`config.mk`:
```
export PLATFORM = sky130hd
export DESIGN_NAME = mult_div_unit
export DESIGN_NICKNAME = d
export VERILOG_FILES = /design/src/rtl/mult_div_unit.sv
export SDC_FILE = /design/constraint.sdc
export NUM_CORES = 1
export LEC_CHECK = 0
export ABC_AREA = 1
export BUFFER_PORTS_ARGS = -buffer_cell sky130_fd_sc_hd__buf_2
export CORE_MARGIN = 2
export CORE_UTILIZATION = 40
export CTS_CLUSTER_SIZE = 20
export DETAILED_ROUTE_END_ITERATION = 10
export PLACE_DENSITY = 0.66
export SYNTH_ARGS = -nofsm -noshare
export SYNTH_HDL_FRONTEND = slang
export SYNTH_SLANG_ARGS = --single-unit
```
`constraint.sdc`:
```
create_clock -name clk -period 3 [get_ports clk]
set_input_delay 0.15 -clock clk [delete_from_list [all_inputs] [get_ports clk]]
set_output_delay 0.15 -clock clk [all_outputs]
set_load 0.02 [all_outputs]
```
`src/rtl/mult_div_unit.sv`:
```
// mult_div_unit: iterative 32-bit multiply/divide unit with HI/LO result registers.
// 32 shift-add / restoring iterations, a FIX cycle for sign correction, then DONE.
// Fixed latency for every op: start sampled at edge N, done visible after edge N+33.
// Optional feature: define MULT_DIV_SIGNED_EN to make op[0]=1 select signed mult/div.
module mult_div_unit #(
    parameter int unsigned DATA_W = 32
) (
    input  logic              clk,
    input  logic              rst,
    input  logic              start,
    input  logic [1:0]        op,
    input  logic [DATA_W-1:0] rs_val,
    input  logic [DATA_W-1:0] rt_val,
    output logic              busy,
    output logic              done,
    output logic [DATA_W-1:0] hi,
    output logic [DATA_W-1:0] lo,
    output logic              div_by_zero
);

    localparam int unsigned ACC_W = 2 * DATA_W;
    localparam int unsigned CNT_W = 5;
    localparam logic [CNT_W-1:0] CNT_LAST = CNT_W'(DATA_W - 1);

    typedef enum logic [1:0] {
        S_IDLE,
        S_ITER,
        S_FIX,
        S_DONE
    } state_t;

    state_t             state;
    state_t             state_nx;
    logic [CNT_W-1:0]   cnt;
    logic [ACC_W-1:0]   acc;
    logic [DATA_W-1:0]  opnd;
    logic [DATA_W-1:0]  rs_orig;
    logic               is_div;
    logic               accept_c;

    logic [DATA_W-1:0]  rs_mag_c;
    logic [DATA_W-1:0]  rt_mag_c;
    logic [DATA_W:0]    mul_sum_c;
    logic [ACC_W-1:0]   mul_nx_c;
    logic [DATA_W:0]    div_r_c;
    logic [DATA_W:0]    div_diff_c;
    logic               div_ge_c;
    logic [ACC_W-1:0]   div_nx_c;
    logic [DATA_W-1:0]  fix_hi_c;
    logic [DATA_W-1:0]  fix_lo_c;
    logic               div_zero_c;

`ifdef MULT_DIV_SIGNED_EN
    logic               signed_c;
    logic               neg_lo_c;
    logic               neg_hi_c;
    logic               neg_lo;
    logic               neg_hi;
    logic [ACC_W-1:0]   neg_acc_c;
`else
    logic               unused_op0;
`endif

    assign accept_c   = start && ((state == S_IDLE) || (state == S_DONE));
    assign div_zero_c = is_div && (opnd == '0);

    // Operand magnitudes at capture; signed ops iterate on absolute values.
`ifdef MULT_DIV_SIGNED_EN
    always_comb begin
        signed_c = op[0];
        rs_mag_c = (signed_c && rs_val[DATA_W-1]) ? -rs_val : rs_val;
        rt_mag_c = (signed_c && rt_val[DATA_W-1]) ? -rt_val : rt_val;
        neg_lo_c = signed_c && (rs_val[DATA_W-1] ^ rt_val[DATA_W-1]);
        neg_hi_c = signed_c && rs_val[DATA_W-1];
    end
`else
    always_comb begin
        rs_mag_c   = rs_val;
        rt_mag_c   = rt_val;
        unused_op0 = op[0];
    end
`endif

    // One iteration step: shift-add multiply and restoring divide.
    always_comb begin
        mul_sum_c  = {1'b0, acc[ACC_W-1:DATA_W]} + (acc[0] ? {1'b0, opnd} : '0);
        mul_nx_c   = {mul_sum_c, acc[DATA_W-1:1]};
        div_r_c    = {acc[ACC_W-1:DATA_W], acc[DATA_W-1]};
        div_ge_c   = (div_r_c >= {1'b0, opnd});
        div_diff_c = div_r_c - {1'b0, opnd};
        div_nx_c   = {(div_ge_c ? div_diff_c[DATA_W-1:0] : div_r_c[DATA_W-1:0]),
                      acc[DATA_W-2:0], div_ge_c};
    end

    // FIX-cycle result: sign correction and divide-by-zero override.
    always_comb begin
        fix_hi_c = acc[ACC_W-1:DATA_W];
        fix_lo_c = acc[DATA_W-1:0];
`ifdef MULT_DIV_SIGNED_EN
        neg_acc_c = -acc;
        if (is_div) begin
            if (neg_lo) fix_lo_c = -acc[DATA_W-1:0];
            if (neg_hi) fix_hi_c = -acc[ACC_W-1:DATA_W];
        end else if (neg_lo) begin
            fix_hi_c = neg_acc_c[ACC_W-1:DATA_W];
            fix_lo_c = neg_acc_c[DATA_W-1:0];
        end
`endif
        if (div_zero_c) begin
            fix_lo_c = '1;
            fix_hi_c = rs_orig;
        end
    end

    // State register.
    always_ff @(posedge clk) begin
        if (rst) state <= S_IDLE;
        else     state <= state_nx;
    end

    // Next-state logic.
    always_comb begin
        state_nx = state;
        case (state)
            S_IDLE:  if (start) state_nx = S_ITER;
            S_ITER:  if (cnt == CNT_LAST) state_nx = S_FIX;
            S_FIX:   state_nx = S_DONE;
            S_DONE:  state_nx = start ? S_ITER : S_IDLE;
            default: state_nx = S_IDLE;
        endcase
    end

    // Datapath: operand capture, iteration counter and accumulator.
    always_ff @(posedge clk) begin
        if (rst) begin
            cnt     <= '0;
            acc     <= '0;
            opnd    <= '0;
            rs_orig <= '0;
            is_div  <= 1'b0;
`ifdef MULT_DIV_SIGNED_EN
            neg_lo  <= 1'b0;
            neg_hi  <= 1'b0;
`endif
        end else if (accept_c) begin
            cnt     <= '0;
            is_div  <= op[1];
            rs_orig <= rs_val;
`ifdef MULT_DIV_SIGNED_EN
            neg_lo  <= neg_lo_c;
            neg_hi  <= neg_hi_c;
`endif
            if (op[1]) begin
                acc  <= {{DATA_W{1'b0}}, rs_mag_c};
                opnd <= rt_mag_c;
            end else begin
                acc  <= {{DATA_W{1'b0}}, rt_mag_c};
                opnd <= rs_mag_c;
            end
        end else if (state == S_ITER) begin
            cnt <= cnt + CNT_W'(1);
            acc <= is_div ? div_nx_c : mul_nx_c;
        end
    end

    // Registered outputs; hi/lo load on entry to DONE.
    always_ff @(posedge clk) begin
        if (rst) begin
            busy        <= 1'b0;
            done        <= 1'b0;
            hi          <= '0;
            lo          <= '0;
            div_by_zero <= 1'b0;
        end else begin
            busy <= (state_nx == S_ITER) || (state_nx == S_FIX);
            done <= (state_nx == S_DONE);
            if (state == S_FIX) begin
                hi          <= fix_hi_c;
                lo          <= fix_lo_c;
                div_by_zero <= div_zero_c;
            end else if (accept_c) begin
                div_by_zero <= 1'b0;
            end
        end
    end

endmodule

```
==> results of run 1 <==
[worst register-to-register path, stage by stage (launching register included)]
cell and delay, ns:
dfxtp_1 0.34, buf_6 0.29, nand2_1 0.13, inv_1 0.07, ha_1 0.27, a21oi_1 0.20
a21boi_0 0.38, nand3_1 0.26, nand2_1 0.11, inv_1 0.04, o21ai_0 0.13, nand2_1 0.13
o21bai_1 0.20, a21oi_1 0.15
[flip-flops by register name, summed over array words and instances (netlist names)]
register / flops
busy: 1
done: 1
lo: 32
opnd: 32
cnt: 5
acc: 64
div_by_zero: 1
state: 2
rs_orig: 32
hi: 32
is_div: 1
[where the power goes]
group	internal [W]	switching, W
sequential	0.00333	0.000513
combinational	0.00250	0.00545
clock	0.00173	0.00113
total	0.00755	0.00709
[cell type report]
| cell class | count | area, um2 |
|---|---|---|
| fillers | 3720 | 18440 |
| clock buffers | 29 | 628.1 |
| well taps | 461 | 576.8 |
| clock inverters | 9 | 126.4 |
| repair buffers | 250 | 1780 |
| flip-flops and latches | 203 | 4064 |
| inverters | 359 | 1348 |
| multi-input cells | 1721 | 8523 |
[through the flow]
step	util [%]	total power [W]	cells
detailed placement	44.10	0.01156	2930
global route	48.04	0.01568	3032
finish	48.04	0.01465	3032
floorplan	-	0.009169	2393
global placement	44.10	0.01148	2930
CTS	48.03	0.01451	3032
[per-layer routing]
layer  track usage, %  vias up  share of wire [%]
met5                0        -                  0
met2            45.48      621                 45
met4            6.474        0                2.1
li1                 -     8031                  -
met3            3.330       66                7.0
met1            38.60     7539                 46
[cell usage in the layout (no fill, tap or decap), types with 23 or more instances in the layout]
cell / Yosys / routed
nand2_1: 614 / 614
inv_1: 347 / 346
nor2_1: 246 / 243
a21oi_1: 206 / 206
dfxtp_1: 203 / 203
o21ai_0: 180 / 180
nand3_1: 178 / 178
buf_2: 8 / 134
ha_1: 71 / 71
dlygate4sd3_1: 0 / 64
buf_4: 5 / 45
o22ai_1: 31 / 31
o211ai_1: 30 / 30
nor3_1: 24 / 24
clkbuf_16: 0 / 23
[cells by family after synthesis]
kind of cell / Yosys count / share of synthesized area [%]
AOI/OAI and AO/OA: 506 / 19.12
xor gates and xnor gates: 16 / 0.9746
adders and majority gates: 73 / 6.457
buffers and inverters: 469 / 12.65
DFF: 203 / 28.26
and+or+nand+nor: 1126 / 32.54
[how the worst max path moves through the flow]
stage,cells past startpoint,start,endpoint
after floorplan,18,acc[0]$_SDFFE_PP0P_,acc[63]$_SDFFE_PP0P_
after global placement,13,acc[0]$_SDFFE_PP0P_,acc[43]$_SDFFE_PP0P_
after detailed placement,13,acc[0]$_SDFFE_PP0P_,acc[43]$_SDFFE_PP0P_
after CTS,13,acc[0]$_SDFFE_PP0P_,acc[43]$_SDFFE_PP0P_
after global routing,13,acc[0]$_SDFFE_PP0P_,acc[43]$_SDFFE_PP0P_
final,13,acc[0]$_SDFFE_PP0P_,acc[43]$_SDFFE_PP0P_
[repair_timing]
item,in CTS,in global routing
resized for setup,0,1
hold endpoints to repair,64,0
endpoints found under the setup margin,0,1
hold buffers,64,0
==> out/metrics.yaml, run 1 <==
status: "finished, final reports clean"
postLayoutCellArea_mm2: 0.01705
post_drt_wl_per_cell_um: 17.75
placed_area_mm2: 0.01565
critPathSlowestCell: "a21boi_0"
r2r_end: "acc[43]$_SDFFE_PP0P_"
dp_hpwl_um: 41510
netlist.area_leader.share_pct: 28.26
fin_skew_ns: 0.01076
area_delta_synth_final_pct: 18.55
cts_tree: "yes"
syn-mean-instance-area_um2: 6.009
yosys-top-cells-area: "dfxtp_1, nand2_1, inv_1, a21oi_1, nor2_1"
numCtsBuffers: 22
drt_wl_total_um: 53810
r2r_cells: 13
report.final.hold_viol_count: 0
clock.fmax_ghz: 0.3616
dieArea_mm2: 0.03748
cp-start-kind: "flip-flop"
antenna_found_initial: 0
pwr_density_cell_mw_per_mm2: 859.2
grt_pass1_wl_um: 83790
power_leakage_nw: 8.520
worst_pin_slew_ns: 0.9395
drive_gt1_share_pct: 10.19
hp-class: "in -> reg"
hp-start: "rst"
synth_seq_area_share_pct: 28.26
track_usage_pct: 27.65
gp_congestion: 0.9449
clkTransAtPathRegs_ns: 0.06
rsz0062_at_grt: "no"
clk_latency_ns: 0.51
synthCells: 2393
antennaDiodeCount: 0
start_util_pct: 40.52
period_share_pct: 92.18
htree_num_levels: 1
die_h_um: 193.6
regToRegSetupSlack_ns: 0.23
crit_path_max_incr_delay_ns: 0.38
vdd_drop_max_v: 0.0006198
holdWs_ns: 0.07005
ys_warn_count: 0
synthArstFlopShare_pct: 0
core-area_mm2: 0.03548
io_pins: 136
viasPerCell: 5.362
setup_viol: 0
syn_area_mm2: 0.01438
gr-total-overflow: 0
cts_setup_buffers: 0
portBuffers: 134
path_class: "reg -> reg"
drt_iter0_drc: 1359
ys.flop_type: "dfxtp_1"
die_w_um: 193.6
synth_edf_count: 0
whs_path_depth: 2
vias: 16260
drt-pass1-iter-count: 8
r2r_start: "acc[0]$_SDFFE_PP0P_"
cpMostUsedCell: "nand2_1"
critPathArrivalTime_ns: 3.20
placementRows: 69
synth.distinct_cells: 43
relSlewSlack_pct: 37.37
crit_path_cell_trace: "buf_6 -> nand2_1 -> inv_1 -> ha_1 -> a21oi_1 -> a21boi_0 -> nand3_1 -> nand2_1 -> inv_1 -> o21ai_0 -> nand2_1 -> o21bai_1 -> a21oi_1"
drv_slew: 0
synth_most_common_cell: "nand2_1"
period_needed_ns: 2.765
holdPathEnd: "done$_SDFF_PP0_"
grt_max_degree: 92
cts.path.max_buffers: 3
cap_violations: 0
endpoint_kind: "flip-flop"
critPathRequiredTime_ns: 3.43
crit_buf_inv: 3
cts_root_buf: "clkbuf_16"
synth_top_cell_by_area: "dfxtp_1"
ant_nets: 0
tns_ns: 0
clock_sinks: 203
grt_pass1_vias: 15400
ys_ff_latch: 203
nets: 2699
synth_nets: 2535
cp_max_fo: 34
dpl_worst_slack_ns: 0.2479
critPathTopFamily: "compound AO/OA/AOI/OAI gates"
setup_slack_ns: 0.2347
drc: 0
synthTopCellsByCount: "nand2_1, inv_1, nor2_1"
Note: power is estimated with default switching activity, not from simulation.
==> inputs of run 2 (changes only) <==
- clock period: 3 -> 3.4 ns (I/O delays scaled with it)
==> out/metrics.yaml, run 2 (synthesis results as in run 1) <==
nFillCells: 3653
r2r_start: "opnd[0]$_SDFFE_PP0P_"
grt_max_degree: 92
area_delta_synth_final_pct: 17.60
endpoint_kind: "flip-flop"
worst_pin_slew_ns: 0.9301
vias: 16000
numCtsBuffers: 22
drc: 0
antenna_found_initial: 0
final_cell_mix: "nand2_1, inv_1, nor2_1"
antennaDiodeCount: 0
dpl_worst_slack_ns: 0.4890
status: "finished, final reports clean"
drt-pass1-iter-count: 6
nets: 2687
cts_tree: "yes"
hp-start: "rst"
pwr_density_cell_mw_per_mm2: 753.0
crit_start: "opnd[0]$_SDFFE_PP0P_"
cp-start-kind: "flip-flop"
portBuffers: 134
die_w_um: 193.6
htree_num_levels: 1
drv_slew: 0
largest-register: "acc"
hp-class: "in -> reg"
vdd_drop_max_v: 0.0006427
period_share_pct: 89.49
final_common_cell: "nand2_1"
drt_iter0_drc: 1272
cp_max_fo: 5
setup_viol: 0
gr-total-overflow: 0
report.final.hold_viol_count: 0
crit_path_cell_trace: "nand2_1 -> inv_1 -> ha_1 -> inv_1 -> fa_1 -> o21ai_2 -> inv_1 -> o21bai_1 -> nand2_1 -> nand3_1 -> nand2_1 -> nand3_1 -> nand3_1 -> a21oi_1"
postLayoutCellArea_mm2: 0.01691
io_pins: 136
dp_hpwl_um: 41030
clkTransAtPathRegs_ns: 0.07
fin_skew_ns: 0.01724
dieArea_mm2: 0.03748
cap_violations: 0
crit_path_max_incr_delay_ns: 0.44
setup_slack_ns: 0.3573
largest_reg_flops: 64
rsz0062_at_grt: "no"
placementRows: 69
critPathArrivalTime_ns: 3.48
core-area_mm2: 0.03548
tns_ns: 0
power_leakage_nw: 8.455
viasPerCell: 5.293
ant_nets: 0
drive_gt1_share_pct: 9.840
critPathRequiredTime_ns: 3.84
die_h_um: 193.6
placed_area_mm2: 0.01551
grt_pass1_wl_um: 82990
clock.fmax_ghz: 0.3287
clk_latency_ns: 0.53
cts.path.max_buffers: 3
track_usage_pct: 27.55
cts_root_buf: "clkbuf_16"
critPathSlowestCell: "fa_1"
period_needed_ns: 3.043
drt_wl_total_um: 53320
clock_sinks: 203
post_drt_wl_per_cell_um: 17.64
path_class: "reg -> reg"
relSlewSlack_pct: 37.99
gp_congestion: 0.9731
grt_pass1_vias: 15010
start_util_pct: 40.52
==> run 2: cell count changes in the layout (fill, tap and decap cells not counted) <==
cell        change
buf_12          -4
bufinv_16       -1
buf_6           -1
buf_4           -7
inv_6           +1
clkinvlp_4      -1
clkbuf_8        +2
clkinv_4        +1
==> run 2: critical path, delay by kind of cell (launching register included) <==
family	cells	cell delay, ns
adder cells (fa/ha/maj)	2	0.81
AO/OA/AOI/OAI	3	0.80
AND/OR/NAND/NOR	6	0.69
flip-flops	1	0.43
buffers and inverters	3	0.24
==> run 2: final timing paths <==
kind | slack [ns] | cells past startpoint | end
worst min register to register | 0.46 | 2 | hi[10]$_SDFFE_PP0P_
worst min-delay path | 0.11 | 4 | rs_orig[29]$_SDFFE_PP0P_
worst max register to register | 0.36 | 14 | acc[55]$_SDFFE_PP0P_
worst max-delay path | 0.36 | 14 | acc[55]$_SDFFE_PP0P_
==> run 2: cell type report <==
class | count | area [um2] | area share (%)
multi-input cells | 1721 | 8523 | 50.40
flip-flops and latches | 203 | 4064 | 24.03
repair buffers | 238 | 1637 | 9.678
inverters | 359 | 1348 | 7.969
clock buffers | 31 | 655.6 | 3.877
well taps | 461 | 576.8 | 3.411
clock inverters | 9 | 106.4 | 0.6289
==> run 2: per-layer routing <==
| metal | vias up | track usage, % | wire, um |
|---|---|---|---|
| met3 | 90 | 3.312 | 3683 |
| met1 | 7326 | 39.29 | 25020 |
| met2 | 567 | 43.61 | 23140 |
| met4 | 0 | 7.916 | 1476 |
| met5 | - | 0 | 0 |
| li1 | 8013 | - | - |
==> run 2: where the power goes <==
part	total [W]	internal, W	switching, W
sequential	0.00337	0.00294	0.000433
combinational	0.00684	0.00208	0.00476
clock	0.00252	0.00150	0.00102
==> run 2: timing repair <==
action,in CTS,in global routing
hold endpoints to repair,64,0
hold buffers,64,0
resized for setup,0,0
buffers inserted,0,0
==> run 2: stage by stage <==
stage / std cells / util [%] / hold slack, ns / total power [W]
2_1_floorplan: 2393 / - / 0.2731 / 0.008091
5_1_grt: 3022 / 47.66 / 0.1278 / 0.01369
6_report: 3022 / 47.66 / 0.1119 / 0.01273
4_1_cts: 3022 / 47.66 / 0.08338 / 0.01266
3_3_place_gp: 2918 / 43.70 / 0.3917 / 0.009994
3_5_place_dp: 2918 / 43.70 / 0.3974 / 0.01006
